**src/rtl/instr_fetch_seq.sv**
```systemverilog
// Instruction fetch sequencer: pulls opcode/extension/immediate bytes over a
// byte-wide memory handshake, steers the external decoder, and hands one
// assembled instruction at a time to the execute stage.
module instr_fetch_seq #(
  parameter int                ADDR_W   = 24,
  parameter logic [ADDR_W-1:0] RESET_PC = '0
) (
  input  logic              clk,
  input  logic              reset,
  output logic              mem_req,
  output logic [ADDR_W-1:0] mem_addr,
  input  logic              mem_ack,
  input  logic [7:0]        mem_data,
  output logic [7:0]        dec_opcode,
  output logic [7:0]        dec_opext,
  input  logic              dec_need_opext,
  input  logic              dec_need_imm,
  input  logic              dec_imm_size,
  input  logic              dec_error,
  output logic              insn_valid,
  input  logic              insn_ready,
  output logic [7:0]        insn_opcode,
  output logic [7:0]        insn_opext,
  output logic [15:0]       insn_imm,
  output logic [2:0]        insn_len,
  output logic [ADDR_W-1:0] insn_pc,
  input  logic              flush,
  input  logic [ADDR_W-1:0] flush_pc,
  output logic              fault,
  output logic [ADDR_W-1:0] fault_pc
);

  typedef enum logic [2:0] {
    IDLE, FETCH_OP, FETCH_EXT, DECODE, FETCH_IMM_LO, FETCH_IMM_HI, ISSUE, FAULT
  } state_t;

  state_t            state_q, state_d;
  logic [ADDR_W-1:0] pc_q, pc_d;
  logic [ADDR_W-1:0] insn_pc_q, insn_pc_d;
  logic [ADDR_W-1:0] fault_pc_q, fault_pc_d;
  logic [7:0]        opcode_q, opcode_d;
  logic [7:0]        opext_q, opext_d;
  logic [15:0]       imm_q, imm_d;
  logic [2:0]        len_q, len_d;
  logic              ext_done_q, ext_done_d;
  // One dead cycle after a flush so the abandoned request visibly drops.
  logic              gap_q, gap_d;
  logic              fetching, take, enter_op, do_flush;

  assign fetching = (state_q == FETCH_OP) || (state_q == FETCH_EXT) ||
                    (state_q == FETCH_IMM_LO) || (state_q == FETCH_IMM_HI);
  assign mem_req  = fetching && !gap_q;
  assign take     = mem_req && mem_ack;
  assign do_flush = flush && (state_q != IDLE);

  assign mem_addr    = pc_q;
  assign dec_opcode  = opcode_q;
  assign dec_opext   = opext_q;
  assign insn_valid  = (state_q == ISSUE);
  assign insn_opcode = opcode_q;
  assign insn_opext  = opext_q;
  assign insn_imm    = imm_q;
  assign insn_len    = len_q;
  assign insn_pc     = insn_pc_q;
  assign fault       = (state_q == FAULT);
  assign fault_pc    = fault_pc_q;

  // Next-state, byte capture and flush redirect.
  always_comb begin
    state_d    = state_q;
    pc_d       = pc_q;
    insn_pc_d  = insn_pc_q;
    fault_pc_d = fault_pc_q;
    opcode_d   = opcode_q;
    opext_d    = opext_q;
    imm_d      = imm_q;
    len_d      = len_q;
    ext_done_d = ext_done_q;
    gap_d      = 1'b0;
    enter_op   = 1'b0;

    case (state_q)
      IDLE: begin
        state_d  = FETCH_OP;
        enter_op = 1'b1;
      end
      FETCH_OP: if (take) begin
        opcode_d = mem_data;
        state_d  = DECODE;
      end
      FETCH_EXT: if (take) begin
        opext_d    = mem_data;
        ext_done_d = 1'b1;
        state_d    = DECODE;
      end
      DECODE: begin
        // Error from the first decode pass is meaningless when the opext
        // byte has not been fetched yet.
        if (!ext_done_q && dec_need_opext) state_d = FETCH_EXT;
        else if (dec_error) begin
          state_d    = FAULT;
          fault_pc_d = insn_pc_q;
        end
        else if (dec_need_imm) state_d = FETCH_IMM_LO;
        else                   state_d = ISSUE;
      end
      FETCH_IMM_LO: if (take) begin
        imm_d[7:0] = mem_data;
        state_d    = dec_imm_size ? FETCH_IMM_HI : ISSUE;
      end
      FETCH_IMM_HI: if (take) begin
        imm_d[15:8] = mem_data;
        state_d     = ISSUE;
      end
      ISSUE: if (insn_ready) begin
        state_d  = FETCH_OP;
        enter_op = 1'b1;
      end
      FAULT: ;
      default: state_d = IDLE;
    endcase

    if (take) begin
      pc_d  = pc_q + 1'b1;
      len_d = len_q + 3'd1;
    end

    // Flush wins over everything, including a byte acked this cycle.
    if (do_flush) begin
      state_d  = FETCH_OP;
      pc_d     = flush_pc;
      gap_d    = 1'b1;
      enter_op = 1'b1;
    end

    if (enter_op) begin
      opcode_d   = '0;
      opext_d    = '0;
      imm_d      = '0;
      len_d      = '0;
      ext_done_d = 1'b0;
      insn_pc_d  = pc_d;
    end
  end

  // State and datapath registers.
  always_ff @(posedge clk or posedge reset) begin
    if (reset) begin
      state_q    <= IDLE;
      pc_q       <= RESET_PC;
      insn_pc_q  <= '0;
      fault_pc_q <= '0;
      opcode_q   <= '0;
      opext_q    <= '0;
      imm_q      <= '0;
      len_q      <= '0;
      ext_done_q <= 1'b0;
      gap_q      <= 1'b0;
    end else begin
      state_q    <= state_d;
      pc_q       <= pc_d;
      insn_pc_q  <= insn_pc_d;
      fault_pc_q <= fault_pc_d;
      opcode_q   <= opcode_d;
      opext_q    <= opext_d;
      imm_q      <= imm_d;
      len_q      <= len_d;
      ext_done_q <= ext_done_d;
      gap_q      <= gap_d;
    end
  end

endmodule

```
**config.mk**
```make
export PLATFORM = sky130hd
export DESIGN_NAME = instr_fetch_seq
export DESIGN_NICKNAME = d
export VERILOG_FILES = /design/src/rtl/instr_fetch_seq.sv
export SDC_FILE = /design/constraint.sdc
export NUM_CORES = 1
export LEC_CHECK = 0
export CORE_MARGIN = 2
export CORE_UTILIZATION = 40
export DETAILED_ROUTE_END_ITERATION = 8
export GPL_ROUTABILITY_DRIVEN = 0
export PLACE_DENSITY = 0.81
export SYNTH_ARGS = -nofsm -noshare
export SYNTH_HDL_FRONTEND = slang
export SYNTH_SLANG_ARGS = --single-unit
```
**constraint.sdc**
```tcl
create_clock -name clk -period 4.45 [get_ports clk]
set_input_delay 0.445 -clock clk [delete_from_list [all_inputs] [get_ports clk]]
set_output_delay 0.445 -clock clk [all_outputs]
set_load 0.005 [all_outputs]
```
==> impl_metrics.toml, run 1 <==
[power]
ir_worst_vdd_uv = 293
finalPower_uw = 3680
power.leakage_uw = 0.00301
power_density_nw_per_um2 = 508

[status]
status = "finished clean"

[global_route]
grt_pass1_vias = 4199
grtUsageMet2_pct = 33.3
grt-busiest-layer = "met2"
grt_max_degree = 62
grt_pass1_wl_um = 22400
track_usage_pct = 20.2
met3_usage_pct = 6.03
grtUsageMet1_pct = 26.0
grt_antenna_before_repair = 1
gr-total-overflow = 0

[synthesis]
ys_warn_count = 0
async_reset_ff_share_pct = 100
synth-seq-area-share_pct = 53.8
synth_cells = 495
synth_edf_count = 0
synth_top_cells_by_area = "dfrtp_1 (54%), mux2i_1 (6.3%), mux2_2 (6.1%), nor2_1 (5.0%), nand2_1 (3.2%)"
ys.flop_type = "dfrtp_1"
ys_ff_latch = 112
synth.distinct_cells = 48
netlist_area_um2 = 5210
yosysTopAreaCell = "dfrtp_1"
avgSynthCellArea_um2 = 10.5
syn-num-nets = 538
synth_top_area_share_pct = 53.8

[layout]
layout-drive-gt1-share_pct = 9.80
final_nets = 681
synthToLayoutAreaGrowth_pct = 38.8

[route]
drc = 0
vias = 4247
drtIter0Drc = 312
dr.pass1.iters = 5
wire_per_inst_um = 17.2
totalWireLength_um = 14000
via_per_inst = 5.20
ant_nets = 0

[worst_setup_path]
rr_endpoint = "mem_addr[22]"
cp.required_ps = 4010
cp-end-kind = "output pin"
reg2reg_from = "state_q[0]"
crit_type = "flip-flop to output pin"
reg2regPathDepth = 6
startpoint_type = "flip-flop"
cp_max_fo = 21
ff2ff_setup_slack_ps = 1710
worstPathArrival_ps = 2340

[die]
die_w_um = 118
design.core.area_um2 = 12700
ios = 167
initial_core_util_pct = 41.1
row_count = 41
fp.dieArea_um2 = 14000
die_h_um = 118

[sta]
rsz0062_at_grt = "false"
timing.final.crit_period_ps = 2790
relSlewSlack_pct = 32.8
worst_slack_ps = 1660
tightestPinTransition_ps = 1000
hold_viol = 0
fmax_ghz = 0.359
timing.final.crit_share_pct = 62.6
setup_tns_ps = 0
drv_slew = 0
skew_ps = 15.0
setup_viol = 0

[clocking]
h-tree-depth = 3
cts_root_buf = "clkbuf_16"
cts-resized-gates = 0
clk_pin_slew_worst_paths_ps = 70
cts_setup_buffers = 0
clock_latency_ps = 360
cts_tree = "done"
clk_path_buf_depth = 2
clock_sinks = 112
cts_made_buffers = 9
cts_hold_buf = 0

[placed_design]
port_buffers = 166
dpl_worst_slack_ps = 1790
dp_hpwl_um = 10000

[worst_hold_path]
min_from = "fault_pc[11]"
hold_path.class = "flip-flop to flip-flop"
hold_end = "fault_pc[11]"
whs_path_depth = 1

[job]
maxCapViolations = 0
cell type report:
cell class                 count  area, um^2
multi-input combinational    339        2170
timing repair buffer         172        1710
inverter                       4        17.5
antenna                        1        2.50
clock buffer                  10         229
fill                        1088        5440
tap                          172         215
sequential                   112        2800
clock inverter                 6        90.1
state kept, by name (all words and copies together), names as in the netlist:
signal and cells:
insn_len 3, insn_pc 24, gap_q 1, state_q 3, ext_done_q 1, insn_imm 16, fault_pc 24, dec_opext 8
dec_opcode 8, mem_addr 24
worst max-delay path, stage by stage (launching register included):
cell	delay, ps
dfrtp_1	610
nor3_1	750
nor3_1	110
clkdlybuf4s50_1	520
cells in the final DEF, fill, tap and decap left out, types with 9 or more instances in the layout:
| cell type | count |
|---|---|
| mux2i_1 | 33 |
| nand3_1 | 22 |
| mux2_2 | 28 |
| dfrtp_1 | 112 |
| clkbuf_16 | 9 |
| clkdlybuf4s50_1 | 166 |
| nand4_1 | 13 |
| xor2_1 | 13 |
| nand2_1 | 44 |
| a21oi_1 | 31 |
| nor2_1 | 69 |
synthesized netlist by cell type (4+ instances only):
library cell and number:
nand3_1 22, nor4_1 5, clkbuf_1 10, xnor2_1 8, nor2_1 69, o31ai_1 4
buf_4 16, mux2i_1 33, nand2_1 44, a21oi_1 31, dfrtp_1 112, buf_2 10
nand4_1 13, o22ai_1 6, xor2_1 13, mux2_2 28, and3_1 7, a22oi_1 4
nor3_1 8
how the worst max path moves through the flow:
stage	cells past startpoint	startpoint	slack, ps	end
after floorplan	1	reset	1050	dec_opcode[0]
after global placement	5	insn_ready	1870	insn_pc[3]
after detailed placement	6	state_q[0]	1790	mem_addr[22]
after CTS	3	state_q[0]	1670	mem_req
after global routing	6	state_q[0]	1560	mem_addr[22]
final	3	state_q[0]	1660	mem_req
cell families after synthesis:
group | count (synthesis) | share of synthesized area, %
AND/OR/NAND/NOR | 196 | 18.2
flip-flops | 112 | 53.8
multiplexers | 61 | 12.4
AO/OA/AOI/OAI | 59 | 6.87
buffers and inverters | 44 | 4.71
XOR/XNOR | 21 | 3.53
adder cells (fa/ha/maj) | 2 | 0.480
per-layer routing:
metal / vias up / part of all wire (%)
li1: 1994 / -
met1: 2070 / 43
met2: 169 / 50
met3: 14 / 6.8
met4: 0 / 0.90
met5: - / 0
metrics by stage:
| stage | util (%) | instances | hold slack (ps) | cell area, um^2 |
|---|---|---|---|---|
| after global placement | 54.5 | 799 | 490 | 6910 |
| final | 57.1 | 816 | 506 | 7230 |
| after global routing | 57.1 | 816 | 519 | 7230 |
| after CTS | 57.1 | 815 | 509 | 7230 |
| after detailed placement | 54.5 | 799 | 492 | 6910 |
| after floorplan | - | 495 | 484 | 5210 |
where the power goes:
part           switching, uW  total [uW]  internal (uW)
registers                262        1540           1280
clock network            371         868            497
logic                    508        1270            758
No activity file was read; power rests on OpenSTA's default activity.
==> run 2, diff against run 1 <==
- PLACE_DENSITY: 0.81 -> 0.84
- clock period: 4.45 -> 2.3 ns (I/O delays scaled with it)
==> impl_metrics.toml, run 2 (synthesis results as in run 1) <==
[status]
status = "finished clean"

[power]
p_int_uw = 5050
swShare_pct = 31.0
sequentialPowerShare_pct = 40.7
power.leakage_uw = 0.00308
ir_worst_vdd_uv = 616
switchingPower_uw = 2270
share_comb_of_total_power_pct = 35.0
clockPowerShare_pct = 24.3
power_density_nw_per_um2 = 994

[worst_setup_path]
startpoint_type = "flip-flop"
crit_type = "flip-flop to output pin"
slowest_stage = "dfrtp_1"
cp.required_ps = 2070
max_stage_delay_ps = 630
cp-end-kind = "output pin"
path_cells = "nor3_2 -> nor3_1 -> clkdlybuf4s50_1"
worstPathArrival_ps = 1960
ff2ff_setup_slack_ps = 210
cp_max_fo = 17

[clocking]
cts_setup_buffers = 0
clock_sinks = 112
cts_root_buf = "clkbuf_16"
cts_hold_buf = 0
cts_tree = "done"
cts_made_buffers = 9
clk_pin_slew_worst_paths_ps = 70
h-tree-depth = 3
clk_path_buf_depth = 2
clock_latency_ps = 360

[global_route]
grt_pass1_wl_um = 23100
grt_max_degree = 113
grt_antenna_before_repair = 0
grt_pass1_vias = 4387
track_usage_pct = 21.1
gr-total-overflow = 0

[layout]
final_common_cell = "clkdlybuf4s50_1"
layout-drive-gt1-share_pct = 11.8
final_area_um2 = 7360
layout_common_cells = "clkdlybuf4s50_1 (166), dfrtp_1 (111), nor2_1 (68)"
num_antenna_cells = 0
synthToLayoutAreaGrowth_pct = 41.3
final_nets = 692
num-fill-cells = 1063

[route]
wire_per_inst_um = 17.8
dr.pass1.iters = 4
drtIter0Drc = 299
ant_nets = 0
via_per_inst = 5.34
drc = 0
vias = 4408
totalWireLength_um = 14600

[sta]
worst_slack_ps = 107
hold_viol = 0
timing.final.crit_share_pct = 95.3
setup_tns_ps = 0
timing.final.crit_period_ps = 2190
rsz0062_at_grt = "false"
fmax_ghz = 0.456
tightestPinTransition_ps = 765
relSlewSlack_pct = 48.9
drv_slew = 0
setup_viol = 0
skew_ps = 8.31

[die]
fp.dieArea_um2 = 14000
design.core.area_um2 = 12700
die_h_um = 118
row_count = 41
ios = 167
initial_core_util_pct = 41.1
die_w_um = 118

[placed_design]
port_buffers = 166
dpl_worst_slack_ps = 51.6
dp_hpwl_um = 10600
placed_cell_area_um2 = 7020

[worst_hold_path]
hold_path.class = "primary input to async pin"

[job]
maxCapViolations = 0
[run 2: worst paths after layout]
check,start,endpoint,cells past startpoint
setup / recovery,state_q[1],mem_req,3
hold / removal,reset,fault_pc[14],3
setup reg to reg,state_q[1],state_q[1],5
hold reg to reg,fault_pc[17],fault_pc[17],1
max in group asynchronous,reset,state_q[2],3
min in group clk,flush_pc[21],mem_addr[21],3
[run 2: power by group through the flow]
stage,Sequential [uW],Clock [uW],Combinational (uW)
3_5_place_dp,3010,0,2550
5_1_grt,3050,1880,2760
2_1_floorplan,2920,0,1120
4_1_cts,2980,1800,2570
3_3_place_gp,2960,0,2470
6_report,2980,1780,2560
[run 2: per-layer routing]
layer	routed length [um]	track usage (%)
met4	267	8.06
met2	7550	35.5
met5	0	0
met1	5880	26.0
met3	955	5.31
[run 2: cell type report]
type	instances	area (um^2)	share of cell area [%]
Clock inverter	6	109	1.48
Multi-Input combinational cell	339	2180	29.6
Tap cell	172	215	2.92
Sequential cell	112	2800	38.1
Inverter	4	18.8	0.255
Timing Repair Buffer	183	1810	24.6
Clock buffer	9	225	3.06
[run 2: through the flow]
stage / utilization (%) / hold WS (ps) / cells / power [uW]
5_1_grt: 58.1 / 465 / 825 / 7690
6_report: 58.1 / 385 / 825 / 7320
4_1_cts: 58.1 / 431 / 825 / 7350
3_3_place_gp: 55.4 / 486 / 810 / 5430
3_5_place_dp: 55.4 / 493 / 810 / 5560
2_1_floorplan: - / 303 / 495 / 4030
[run 2: timing repair]
action,CTS,global route
endpoints found under the setup margin,1,14
pin swaps,0,0
gates resized for setup,1,2
[run 2: worst max-delay path: cells and delay by family, from the launching register on]
family | cells | cell delay (ps)
buffers and inverters | 1 | 560
DFF | 1 | 630
and+or+nand+nor | 2 | 420
==> run 3, diff against run 2 <==
- CORE_MARGIN: 2 -> unset
- RECOVER_POWER: unset -> 100
==> impl_metrics.toml, run 3 (synthesis results as in run 1) <==
[status]
status = "finished with violations"
failed_checks = "capacitance limit, slew limit"

[power]
swShare_pct = 31.4
power_density_nw_per_um2 = 952
sequentialPowerShare_pct = 42.6
ir_worst_vdd_uv = 738
switchingPower_uw = 2180
finalPower_uw = 6950
clockPowerShare_pct = 24.2
power.leakage_uw = 0.00325
p_int_uw = 4760
share_comb_of_total_power_pct = 33.2

[global_route]
gr-total-overflow = 0
grt_pass1_wl_um = 22400
grt_max_degree = 113
grt_pass1_vias = 4391
track_usage_pct = 22.0
grt_antenna_before_repair = 0

[worst_setup_path]
path_buf_inv = 1
worstPathArrival_ps = 1910
path_cells = "o21a_1 -> nor3_1 -> clkdlybuf4s50_1"
cp-end-kind = "output pin"
slowest_stage = "clkdlybuf4s50_1"
crit_type = "flip-flop to output pin"
cp.required_ps = 2070
max_stage_delay_ps = 560
startpoint_type = "flip-flop"
crit_family = "buffers and inverters"
cp_max_fo = 16

[layout]
layout_common_cells = "dlygate4sd3_1 (125), dfrtp_1 (110), nor2_1 (69)"
synthToLayoutAreaGrowth_pct = 40.0
num-fill-cells = 1061
final_nets = 694
num_antenna_cells = 0
multi_input_area_um2 = 2150
regArea_um2 = 2810
final_common_cell = "dlygate4sd3_1"
layout-drive-gt1-share_pct = 10.4

[route]
ant_nets = 0
totalWireLength_um = 14100
wire_per_inst_um = 17.1
drtIter0Drc = 299
drc = 0
dr.pass1.iters = 4
via_per_inst = 5.24
vias = 4341

[placed_design]
port_buffers = 166
dp_hpwl_um = 10200

[die]
ios = 167
design.core.area_um2 = 12700
die_h_um = 116
initial_core_util_pct = 41.1
die_w_um = 116
row_count = 41
fp.dieArea_um2 = 13500

[job]
maxCapViolations = 1

[sta]
relSlewSlack_pct = -3.02
drv_slew = 113
rsz0062_at_grt = "false"
timing.final.crit_share_pct = 92.9
hold_viol = 0
tightestPinTransition_ps = 1550
setup_tns_ps = 0
fmax_ghz = 0.468
setup_viol = 0
skew_ps = 10.6
timing.final.crit_period_ps = 2140

[clocking]
cts_root_buf = "clkbuf_16"
cts_tree = "done"
clock_sinks = 112
cts_made_buffers = 9
clk_path_buf_depth = 2
cts_hold_buf = 0
h-tree-depth = 3
clock_latency_ps = 360
cts_setup_buffers = 0
clk_pin_slew_worst_paths_ps = 70

[worst_hold_path]
hold_path.class = "primary input to flip-flop"
run 3: changes by cell type in the layout (fill, tap and decap cells not counted), moves of 4 or more:
cell | previous run | this run
clkbuf_1 | 0 | 7
buf_4 | 15 | 9
clkdlybuf4s50_1 | 166 | 41
dlygate4sd3_1 | 0 | 125
clkbuf_2 | 0 | 4
run 3: final cells by class:
type	count	share of cell area (%)
Timing Repair Buffer	185	24.6
Clock inverter	3	0.892
Clock buffer	13	3.43
Inverter	4	0.257
Sequential cell	112	38.4
Tap cell	172	2.95
Multi-Input combinational cell	339	29.5
run 3: worst paths after layout:
path | from | end | slack [ps] | cells past startpoint
max in group asynchronous | reset | state_q[1] | 440 | 3
hold / removal | flush_pc[22] | insn_pc[22] | 450 | 3
min in group asynchronous | reset | fault_pc[9] | 760 | 3
setup / recovery | state_q[2] | mem_req | 160 | 3
hold reg to reg | fault_pc[23] | fault_pc[23] | 500 | 1
setup reg to reg | state_q[2] | insn_pc[0] | 210 | 6
run 3: tightest hold or removal path: cells and delay by family:
family | cells | cell delay [ps]
and+or+nand+nor | 2 | 140
buffers and inverters | 1 | 400
run 3: power groups by stage:
stage	combinational, uW	clock, uW	sequential [uW]
after global routing	2540	1780	3040
final	2310	1680	2960
after floorplan	1120	0	2920
after detailed placement	2530	0	3010
after global placement	2470	0	2960
after CTS	2550	1710	2980
run 3: routing by layer:
layer,up-vias,share of wire [%],global-route usage (%),wire length (um)
met3,24,5.2,5.09,729
li1,2039,-,-,-
met1,2134,42,27.8,5930
met5,-,0,0,0
met4,0,2.4,9.83,341
met2,144,50,36.2,7140
run 3: repair_timing:
action,CTS,global route
setup endpoints to repair,0,16
gates resized for setup,0,3
endpoints found under the hold margin,0,0
run 3: per-stage QoR:
stage / instances / util, % / hold slack, ps / setup slack, ps / cell area (um^2)
6_report: 828 / 57.6 / 448 / 164 / 7300
5_1_grt: 828 / 57.6 / 488 / 63.9 / 7300
4_1_cts: 828 / 58.0 / 437 / 53.7 / 7350
3_5_place_dp: 812 / 55.5 / 493 / 57.9 / 7030
3_3_place_gp: 812 / 55.5 / 486 / 154 / 7030
2_1_floorplan: 495 / - / 303 / 456 / 5220
